**config.mk**
```make
export PLATFORM = sky130hd
export DESIGN_NAME = fetch_stage
export DESIGN_NICKNAME = d
export VERILOG_FILES = /design/src/rtl/fetch_stage_pkg.sv /design/src/rtl/fetch_fifo.sv /design/src/rtl/fetch_stage.sv
export SDC_FILE = /design/constraint.sdc
export NUM_CORES = 1
export LEC_CHECK = 0
export ABC_CLOCK_PERIOD_IN_PS = 8800
export CORE_AREA = 2 2 130 132
export CTS_CLUSTER_DIAMETER = 30
export DETAILED_ROUTE_END_ITERATION = 6
export DIE_AREA = 0 0 132 134
export PLACE_DENSITY = 0.81
export SYNTH_ARGS = -nofsm -noshare
export SYNTH_HDL_FRONTEND = slang
export SYNTH_SLANG_ARGS = --single-unit
```
**constraint.sdc**
```tcl
create_clock -name clk -period 8.8 [get_ports clk]
set_input_delay 0.88 -clock clk [delete_from_list [all_inputs] [get_ports clk]]
set_output_delay 0.88 -clock clk [all_outputs]
set_load 0.005 [all_outputs]
```
**src/rtl/fetch_stage_pkg.sv**
```systemverilog
// Shared definitions for the fetch stage: bubble encoding, request FSM states
// and the {instr, pc4} prefetch entry layout.
package fetch_stage_pkg;

  localparam logic [31:0] NOP_INSTR = 32'h0000_0000;

  typedef enum logic [1:0] {
    ST_IDLE    = 2'd0,
    ST_WAIT    = 2'd1,
    ST_DISCARD = 2'd2
  } fetch_state_t;

  typedef struct packed {
    logic [31:0] instr;
    logic [31:0] pc4;
  } fetch_entry_t;

  localparam int ENTRY_W = $bits(fetch_entry_t);

  function automatic logic [31:0] word_align(input logic [31:0] addr);
    return addr & 32'hFFFF_FFFC;
  endfunction

endpackage

```
**src/rtl/fetch_fifo.sv**
```systemverilog
// Small prefetch buffer holding {instr, pc4} entries between the instruction
// memory and the IF/ID register. Clear wins over push/pop.
module fetch_fifo
  import fetch_stage_pkg::*;
#(
  parameter int DEPTH = 2
) (
  input  logic                         clk,
  input  logic                         rst,
  input  logic                         push,
  input  logic                         pop,
  input  logic                         clear,
  input  logic [ENTRY_W-1:0]           wr_data,
  output logic [ENTRY_W-1:0]           rd_data,
  output logic                         full,
  output logic                         empty,
  output logic [$clog2(DEPTH+1)-1:0]   count
);

  localparam int PTR_W = (DEPTH > 1) ? $clog2(DEPTH) : 1;
  localparam int CNT_W = $clog2(DEPTH + 1);
  localparam logic [PTR_W-1:0] LAST_PTR = PTR_W'(DEPTH - 1);

  fetch_entry_t     mem [DEPTH];
  logic [PTR_W-1:0] wr_ptr_reg;
  logic [PTR_W-1:0] rd_ptr_reg;
  logic [CNT_W-1:0] count_reg;
  logic             push_en;
  logic             pop_en;

  function automatic logic [PTR_W-1:0] ptr_inc(input logic [PTR_W-1:0] p);
    return (p == LAST_PTR) ? '0 : p + PTR_W'(1);
  endfunction

  assign full    = (count_reg == CNT_W'(DEPTH));
  assign empty   = (count_reg == '0);
  assign count   = count_reg;
  assign rd_data = mem[rd_ptr_reg];

  // A pop frees the slot the push needs, so push is allowed at full when popping.
  assign push_en = push && (!full || pop);
  assign pop_en  = pop && !empty;

  always_ff @(posedge clk) begin
    if (push_en && !clear) begin
      mem[wr_ptr_reg] <= wr_data;
    end
  end

  always_ff @(posedge clk or posedge rst) begin
    if (rst) begin
      wr_ptr_reg <= '0;
      rd_ptr_reg <= '0;
      count_reg  <= '0;
    end else if (clear) begin
      wr_ptr_reg <= '0;
      rd_ptr_reg <= '0;
      count_reg  <= '0;
    end else begin
      if (push_en) wr_ptr_reg <= ptr_inc(wr_ptr_reg);
      if (pop_en)  rd_ptr_reg <= ptr_inc(rd_ptr_reg);
      case ({push_en, pop_en})
        2'b10:   count_reg <= count_reg + CNT_W'(1);
        2'b01:   count_reg <= count_reg - CNT_W'(1);
        default: count_reg <= count_reg;
      endcase
    end
  end

endmodule

```
**src/rtl/fetch_stage.sv**
```systemverilog
// Instruction fetch stage: one-outstanding-request memory FSM feeding a 2-entry
// prefetch buffer into IF/ID. Optional FETCH_PERF_EN adds bubble/flush counters.
module fetch_stage
  import fetch_stage_pkg::*;
#(
  parameter logic [31:0] RESET_PC   = 32'h0000_0000,
  parameter int          FIFO_DEPTH = 2
) (
  input  logic        clk,
  input  logic        rst,
  input  logic        stall,
  input  logic        br_taken,
  input  logic [31:0] br_target,
  output logic        imem_req,
  output logic [31:0] imem_addr,
  input  logic        imem_ready,
  input  logic [31:0] imem_rdata,
  output logic        ifid_load,
  output logic [31:0] ifid_instr,
  output logic [31:0] ifid_pc4
`ifdef FETCH_PERF_EN
  ,
  output logic [31:0] bubble_cnt,
  output logic [31:0] flush_cnt
`endif
);

  localparam int CNT_W = $clog2(FIFO_DEPTH + 1);

  fetch_state_t     state_reg, state_next;
  logic [31:0]      pc_reg, pc_next;
  logic             req_reg, req_next;
  logic [31:0]      addr_reg, addr_next;

  logic             fifo_push;
  logic             fifo_pop;
  logic             fifo_full;
  logic             fifo_empty;
  logic [CNT_W-1:0] fifo_count;
  logic [CNT_W:0]   occupancy;
  fetch_entry_t     push_entry;
  fetch_entry_t     head_entry;
  logic [31:0]      target_aligned;

  assign target_aligned   = word_align(br_target);
  assign occupancy        = {1'b0, fifo_count} + (CNT_W+1)'(state_reg == ST_WAIT);
  assign push_entry.instr = imem_rdata;
  assign push_entry.pc4   = addr_reg + 32'd4;

  fetch_fifo #(
    .DEPTH (FIFO_DEPTH)
  ) u_fifo (
    .clk     (clk),
    .rst     (rst),
    .push    (fifo_push),
    .pop     (fifo_pop),
    .clear   (br_taken),
    .wr_data (push_entry),
    .rd_data (head_entry),
    .full    (fifo_full),
    .empty   (fifo_empty),
    .count   (fifo_count)
  );

  always_ff @(posedge clk or posedge rst) begin
    if (rst) begin
      state_reg <= ST_IDLE;
      pc_reg    <= RESET_PC;
      req_reg   <= 1'b0;
      addr_reg  <= 32'h0;
    end else begin
      state_reg <= state_next;
      pc_reg    <= pc_next;
      req_reg   <= req_next;
      addr_reg  <= addr_next;
    end
  end

  always_comb begin
    state_next = state_reg;
    pc_next    = pc_reg;
    req_next   = req_reg;
    addr_next  = addr_reg;
    fifo_push  = 1'b0;
    case (state_reg)
      ST_IDLE: begin
        if (br_taken) begin
          pc_next = target_aligned;
        end else if (!fifo_full && (occupancy < (CNT_W+1)'(FIFO_DEPTH))) begin
          state_next = ST_WAIT;
          req_next   = 1'b1;
          addr_next  = pc_reg;
          pc_next    = pc_reg + 32'd4;
        end
      end
      ST_WAIT: begin
        if (imem_ready) begin
          state_next = ST_IDLE;
          req_next   = 1'b0;
          fifo_push  = !br_taken;
        end else if (br_taken) begin
          state_next = ST_DISCARD;
        end
        if (br_taken) pc_next = target_aligned;
      end
      ST_DISCARD: begin
        // Request stays up until memory answers; its data belongs to a squashed path.
        if (imem_ready) begin
          state_next = ST_IDLE;
          req_next   = 1'b0;
        end
        if (br_taken) pc_next = target_aligned;
      end
      default: begin
        state_next = ST_IDLE;
        req_next   = 1'b0;
      end
    endcase
  end

  assign imem_req  = req_reg;
  assign imem_addr = addr_reg;

  assign ifid_load = ~stall | br_taken;
  assign fifo_pop  = !br_taken && !stall && !fifo_empty;

  always_comb begin
    ifid_instr = head_entry.instr;
    ifid_pc4   = head_entry.pc4;
    if (br_taken || fifo_empty) begin
      ifid_instr = NOP_INSTR;
      ifid_pc4   = 32'h0;
    end
  end

`ifdef FETCH_PERF_EN
  logic bubble_event;
  assign bubble_event = !stall && fifo_empty && !br_taken;

  always_ff @(posedge clk or posedge rst) begin
    if (rst) begin
      bubble_cnt <= 32'h0;
      flush_cnt  <= 32'h0;
    end else begin
      if (bubble_event && (bubble_cnt != 32'hFFFF_FFFF)) bubble_cnt <= bubble_cnt + 32'd1;
      if (br_taken && (flush_cnt != 32'hFFFF_FFFF))      flush_cnt  <= flush_cnt + 32'd1;
    end
  end
`endif

endmodule

```
=== Word level (Yosys, flattened, before mapping) ===
Memories as Yosys holds them, arrays and structs flattened.
Cells that the tools add are included.

* Bits in registers: 71
* Memory bits (writable): 128
* Bits of input ports: 69
* Output and inout bits: 98
* Logic and storage cells: 82
* Memories kept: 1

{| class="wikitable"
|+ Memory list
! memory !! depth !! bits a word !! rd ports !! clocked after Yosys merged registers in !! write ports !! RTL line !! source
|-
| u_fifo.mem || 2 || 64 || 1 || 0 || 1 || fetch_fifo.sv:24 || <nowiki>fetch_entry_t mem [DEPTH];</nowiki>
|}

* Add/subtract/negate cells: 7
* $lt $le $gt $ge: 1
* Eq/ne operators: 12
* Multiplexer cells: 28
* Bitwise operators: 3
* Reductions and logical operators: 23

{| class="wikitable"
|+ Operator list
! kind !! count
|-
| $mux 32 || 5
|-
| $add 32x3->32 const B || 2
|-
| $pmux 32 s2 || 1
|-
| $mux 1 || 13
|-
| $mux 2 || 6
|-
| $reduce_and 3->1 || 3
|-
| $eq 2x2->1 const B || 3
|-
| $logic_and 1x1->1 || 6
|-
| $ne 2x2->1 const B || 3
|-
| $ne 3x3->1 const B || 2
|-
| $pmux 2 s3 || 1
|-
| $reduce_bool 2->1 || 3
|-
| $eq 2x1->1 const B || 2
|-
| $logic_not 1->1 || 4
|-
| $logic_not 2->1 || 2
|-
| $ne 2x1->1 const B || 2
|-
| $pmux 2 s2 || 1
|-
| $reduce_and 4->1 || 1
|-
| $add 2x1->3 || 1
|-
| $lt 3x2->1 const B || 1
|-
| $reduce_bool 3->1 || 1
|-
| $add 1x1->1 const B || 2
|-
| $add 2x1->2 const B || 1
|-
| $logic_or 1x1->1 || 2
|-
| other kinds (5) || 6
|}

=== Depth between registers and ports, before layout ===
* Depth after elaboration: 8
* Mapped depth: 9
* Depth with buffers taken out: 6

=== Hierarchy ===
A second synthesis with hierarchy kept.

* Cells, all modules: 722
* Area, all modules: 9130.0 um2

{| class="wikitable"
|+ Modules (own cells, without submodules)
! module !! instances !! cells each !! area an instance (um2) !! sequential area each (um2)
|-
| fetch_fifo || 1 || 229 || 4859.7 || 3943.8
|-
| fetch_stage || 1 || 493 || 4270.3 || 1576.5
|}

=== Least setup slack after synthesis ===
OpenSTA, ideal clock, no wires.

* Path kind: in2reg
* Start point: input br_taken
* End point: memory u_fifo.mem[0][10] (netlist name) (enable)
* Library setup time: 0.484 ns
* Data arrival time: 4.005 ns
* Required time: 8.316 ns
* Setup slack: 4.311 ns
* Cell stages on the path: 4
* Path buffers: 1
* Cells stage by stage: buf_1 -> nor2b_1 -> o211ai_1 -> nor2_1

* Cells in the longest elaborated chain, start to end: 8
* Elaborated cells on any way between the ends: 10
* Those cells by class: 4 x mux; 6 x reduce/logical

{| class="wikitable"
|+ RTL lines
! what !! RTL line !! source
|-
| start, declared || fetch_stage.sv:12 || <nowiki>input logic br_taken,</nowiki>
|-
| $logic_not 1->1 * || fetch_fifo.sv:45, fetch_stage.sv:100, fetch_stage.sv:125 ||
|-
| $logic_and 1x1->1 (2 in series) || fetch_stage.sv:125 || <nowiki>assign fifo_pop = !br_taken && !stall && !fifo_empty;</nowiki>
|-
| $logic_or 1x1->1 || fetch_fifo.sv:41 || <nowiki>assign push_en = push && (!full || pop);</nowiki>
|-
| $logic_and 1x1->1 || fetch_fifo.sv:41 ||
|-
| $logic_and 1x1->1 * || fetch_fifo.sv:45 || <nowiki>if (push_en && !clear) begin</nowiki>
|-
| $mux 1 * || fetch_fifo.sv:45 ||
|-
| $mux 1 (not written as such) * || fetch_fifo.sv:46 || <nowiki>mem[wr_ptr_reg] <= wr_data;</nowiki>
|-
| end, declared || fetch_fifo.sv:24 ||
|}

Mark *: on every way between the ends. The rest lies on a longest branch, timed or not.

=== Final worst setup path ===
* Start point: input br_taken
* End point: output ifid_pc4[15]

* Cells in the longest elaborated chain, start to end: 2

{| class="wikitable"
|+ RTL lines
! what !! RTL line !! source
|-
| $logic_or 1x1->1 || fetch_stage.sv:130 || <nowiki>if (br_taken || fifo_empty) begin</nowiki>
|-
| $mux 32 || fetch_stage.sv:130 ||
|-
| end, declared || fetch_stage.sv:20 || <nowiki>output logic [31:0] ifid_pc4</nowiki>
|}

No other way between the ends.

==> results.py <==
metrics = {
    "clocking": {
        "clk_pin_slew_ns": 0.07,
        "insertion_delay_ns": 0.42,
        "cts_buffer_depth": 2,
        "hold_buffers": 0,
        "post_cts_buffers": 0,
        "cts_tree": "yes",
        "htree_levels": 4,
        "cts_root_buf": "clkbuf_16",
        "post_cts_resized": 0,
        "cts_sinks": 191,
        "numCtsBuffers": 17,
    },
    "logic_synthesis": {
        "postSynthAreaPerCell_um2": 12.4,
        "ys_seq_elements": 191,
        "synth.area.top_cells": "edfxtp_1 42%, dfrtp_1 19%, mux2i_1 7.1%",
        "synthArstFlopShare": 0.351,
        "syn_area_um2": 8850,
        "ys.flop_type": "edfxtp_1",
        "synth_top_area_cell": "edfxtp_1",
        "postSynthCellCount": 715,
        "yosysWarnings": 0,
        "ys_seq_area_frac": 0.610,
        "yosysTopAreaCellShare": 0.421,
        "synth_edf_count": 124,
        "ys_types": 55,
    },
    "final_layout": {
        "area_delta_synth_final_pct": 26.6,
        "final_cell_mix": "160 x clkdlybuf4s50_1, 124 x edfxtp_1, 79 x nor2_1, 66 x dfrtp_1, 63 x mux2i_1",
        "layout_commonest_cell": "clkdlybuf4s50_1",
        "largest_reg_flops": 124,
        "layout-drive-gt1-share": 0.0923,
        "stdcell_area_um2": 11200,
        "antenna-diode-count": 0,
        "fin_nets": 930,
    },
    "worst_setup_path": {
        "crit_path_top_delay_cell": "clkdlybuf4s50_1",
        "cp.buffers_inverters": 4,
        "cp_common_cell": "clkdlybuf4s50_1",
        "critPathMaxStageDelay_ns": 1.06,
        "critical_path_class": "input pin to primary output",
        "cp_top_family": "buffers and inverters",
        "cp_data_arrival_time_ns": 3.75,
        "crit_fanout": 62,
        "crit_chain": "clkdlybuf4s50_1 -> inv_1 -> o21ai_4 -> buf_4 -> nor2_1 -> clkdlybuf4s50_1",
        "cp-start-kind": "input pin",
        "critPathRequiredTime_ns": 7.92,
        "end_kind": "primary output",
    },
    "sta": {
        "drv_slew": 0,
        "worst_pin_slew_ns": 1.19,
        "hold_slack_ns": 0.542,
        "relSlewSlack": 0.202,
        "period_share": 0.526,
        "tns_ns": 0,
        "fin_ws_ns": 4.17,
        "finClkSkew_ns": 0.00835,
        "hold_viol": 0,
        "fmax_mhz": 216,
        "setup_viol": 0,
        "finalCriticalPeriod_ns": 4.63,
        "rsz0062_at_grt": "no",
    },
    "pwr": {
        "ir_drop_mv": 0.159,
        "leakagePower_nw": 3.86,
        "p_total_w": 0.00330,
        "p_per_area_nw_per_um2": 295,
    },
    "placement": {
        "placed_area_um2": 10600,
        "dp_hpwl_um": 13600,
        "post-place-ws_ns": 4.20,
        "gp_congestion": 0.892,
        "port_buffers": 160,
    },
    "flow_run": {
        "maxCapViolCount": 0,
    },
    "drt": {
        "vias": 6312,
        "post_drt_wl_per_cell_um": 18.2,
        "first_iter_violations": 461,
        "antenna_left": 0,
        "firstDrtPassIters": 5,
        "vias_per_cell": 5.81,
        "drc_errors": 0,
        "routed_wl_um": 19700,
    },
    "global_route": {
        "antenna_found_initial": 0,
        "grt_max_degree": 68,
        "grt_pass1_vias": 6055,
        "grt_first_pass_wirelength_um": 31600,
        "grt_overflow": 0,
        "track_usage": 0.226,
    },
    "run_status": {
        "status": "completed",
    },
    "worst_hold_path": {
        "hold_path_class": "flip-flop to flip-flop",
    },
    "die": {
        "core_area_um2": 16300,
        "placementRows": 47,
        "dieArea_um2": 17700,
        "start_util": 0.543,
        "io-pin-count": 167,
        "die_width_um": 132,
        "die_y_um": 134,
    },
}
## metal layers
| metal | GRT usage | wire, um |
|---|---|---|
| met5 | 0 | 0 |
| met4 | 0.0707 | 257 |
| met3 | 0.0412 | 1390 |
| met2 | 0.368 | 9510 |
| met1 | 0.311 | 8580 |
## synth_stat cells, drive strengths merged (2+ instances only)
master   instances
edfxtp         124
nor2            82
dfrtp           67
mux2i           63
clkbuf          32
nand2           32
mux2            31
nand4           25
nand3           24
xnor2           24
a21oi           23
buf             18
nor3            16
and3            13
inv             13
o21ai           13
nor4            12
a211oi          10
a311oi           7
and4             7
ha               7
o32ai            7
a32oi            6
o22ai            6
or3              5
xor2             5
a21o             4
and2             4
nor2b            4
nand4b           3
o211ai           3
o31ai            3
or4              3
a211o            2
a22oi            2
a2bb2oi          2
## final timing paths
path	start	endpoint	slack, ns	cells past startpoint
worst min-delay path	imem_req	imem_req	0.54	2
min in group asynchronous	rst	pc_reg[12]	1.03	3
worst max-delay path	br_taken	ifid_pc4[15]	4.17	6
worst min register to register	imem_req	imem_req	0.54	2
max in group asynchronous	rst	u_fifo.rd_ptr_reg	7.10	3
worst max register to register	state_reg[1]	imem_addr[11]	6.10	6
## through the flow
stage | instances | util
final | 1087 | 0.688
after global placement | 1055 | 0.652
after detailed placement | 1055 | 0.652
after CTS | 1087 | 0.688
after floorplan | 718 | -
after global routing | 1087 | 0.688
## worst register-to-register path: stages (launching register included)
cell     delay [ns]
dfrtp_1        0.40
inv_1          0.13
ha_1           0.27
a21o_1         0.32
nor2_1         0.10
nand2_1        0.91
mux2_2         0.45
## final cells by class
type | instances | area [um2]
sequential | 191 | 5400
clock buffer | 17 | 425
multi-input combinational | 464 | 3240
clock inverter | 15 | 155
fill | 1170 | 5090
tap | 220 | 275
timing repair buffer | 167 | 1650
inverter | 13 | 48.8
## cell families after synthesis
group	after synthesis	share of synthesized area
buffers and inverters	63	0.0294
muxes	94	0.111
DFF	191	0.610
and+or+nand+nor	233	0.132
xor gates and xnor gates	29	0.0287
AOI/OAI and AO/OA	97	0.0785
other	1	0.000424
adders and majority gates	7	0.00990
## power breakdown
| group | switching (W) | internal [W] | total (W) |
|---|---|---|---|
| sequential | 0.000293 | 0.00120 | 0.00150 |
| clock | 0.000341 | 0.000401 | 0.000742 |
| combinational | 0.000529 | 0.000536 | 0.00107 |
| total | 0.00116 | 0.00214 | 0.00330 |
No activity file was read; power rests on OpenSTA's default activity.
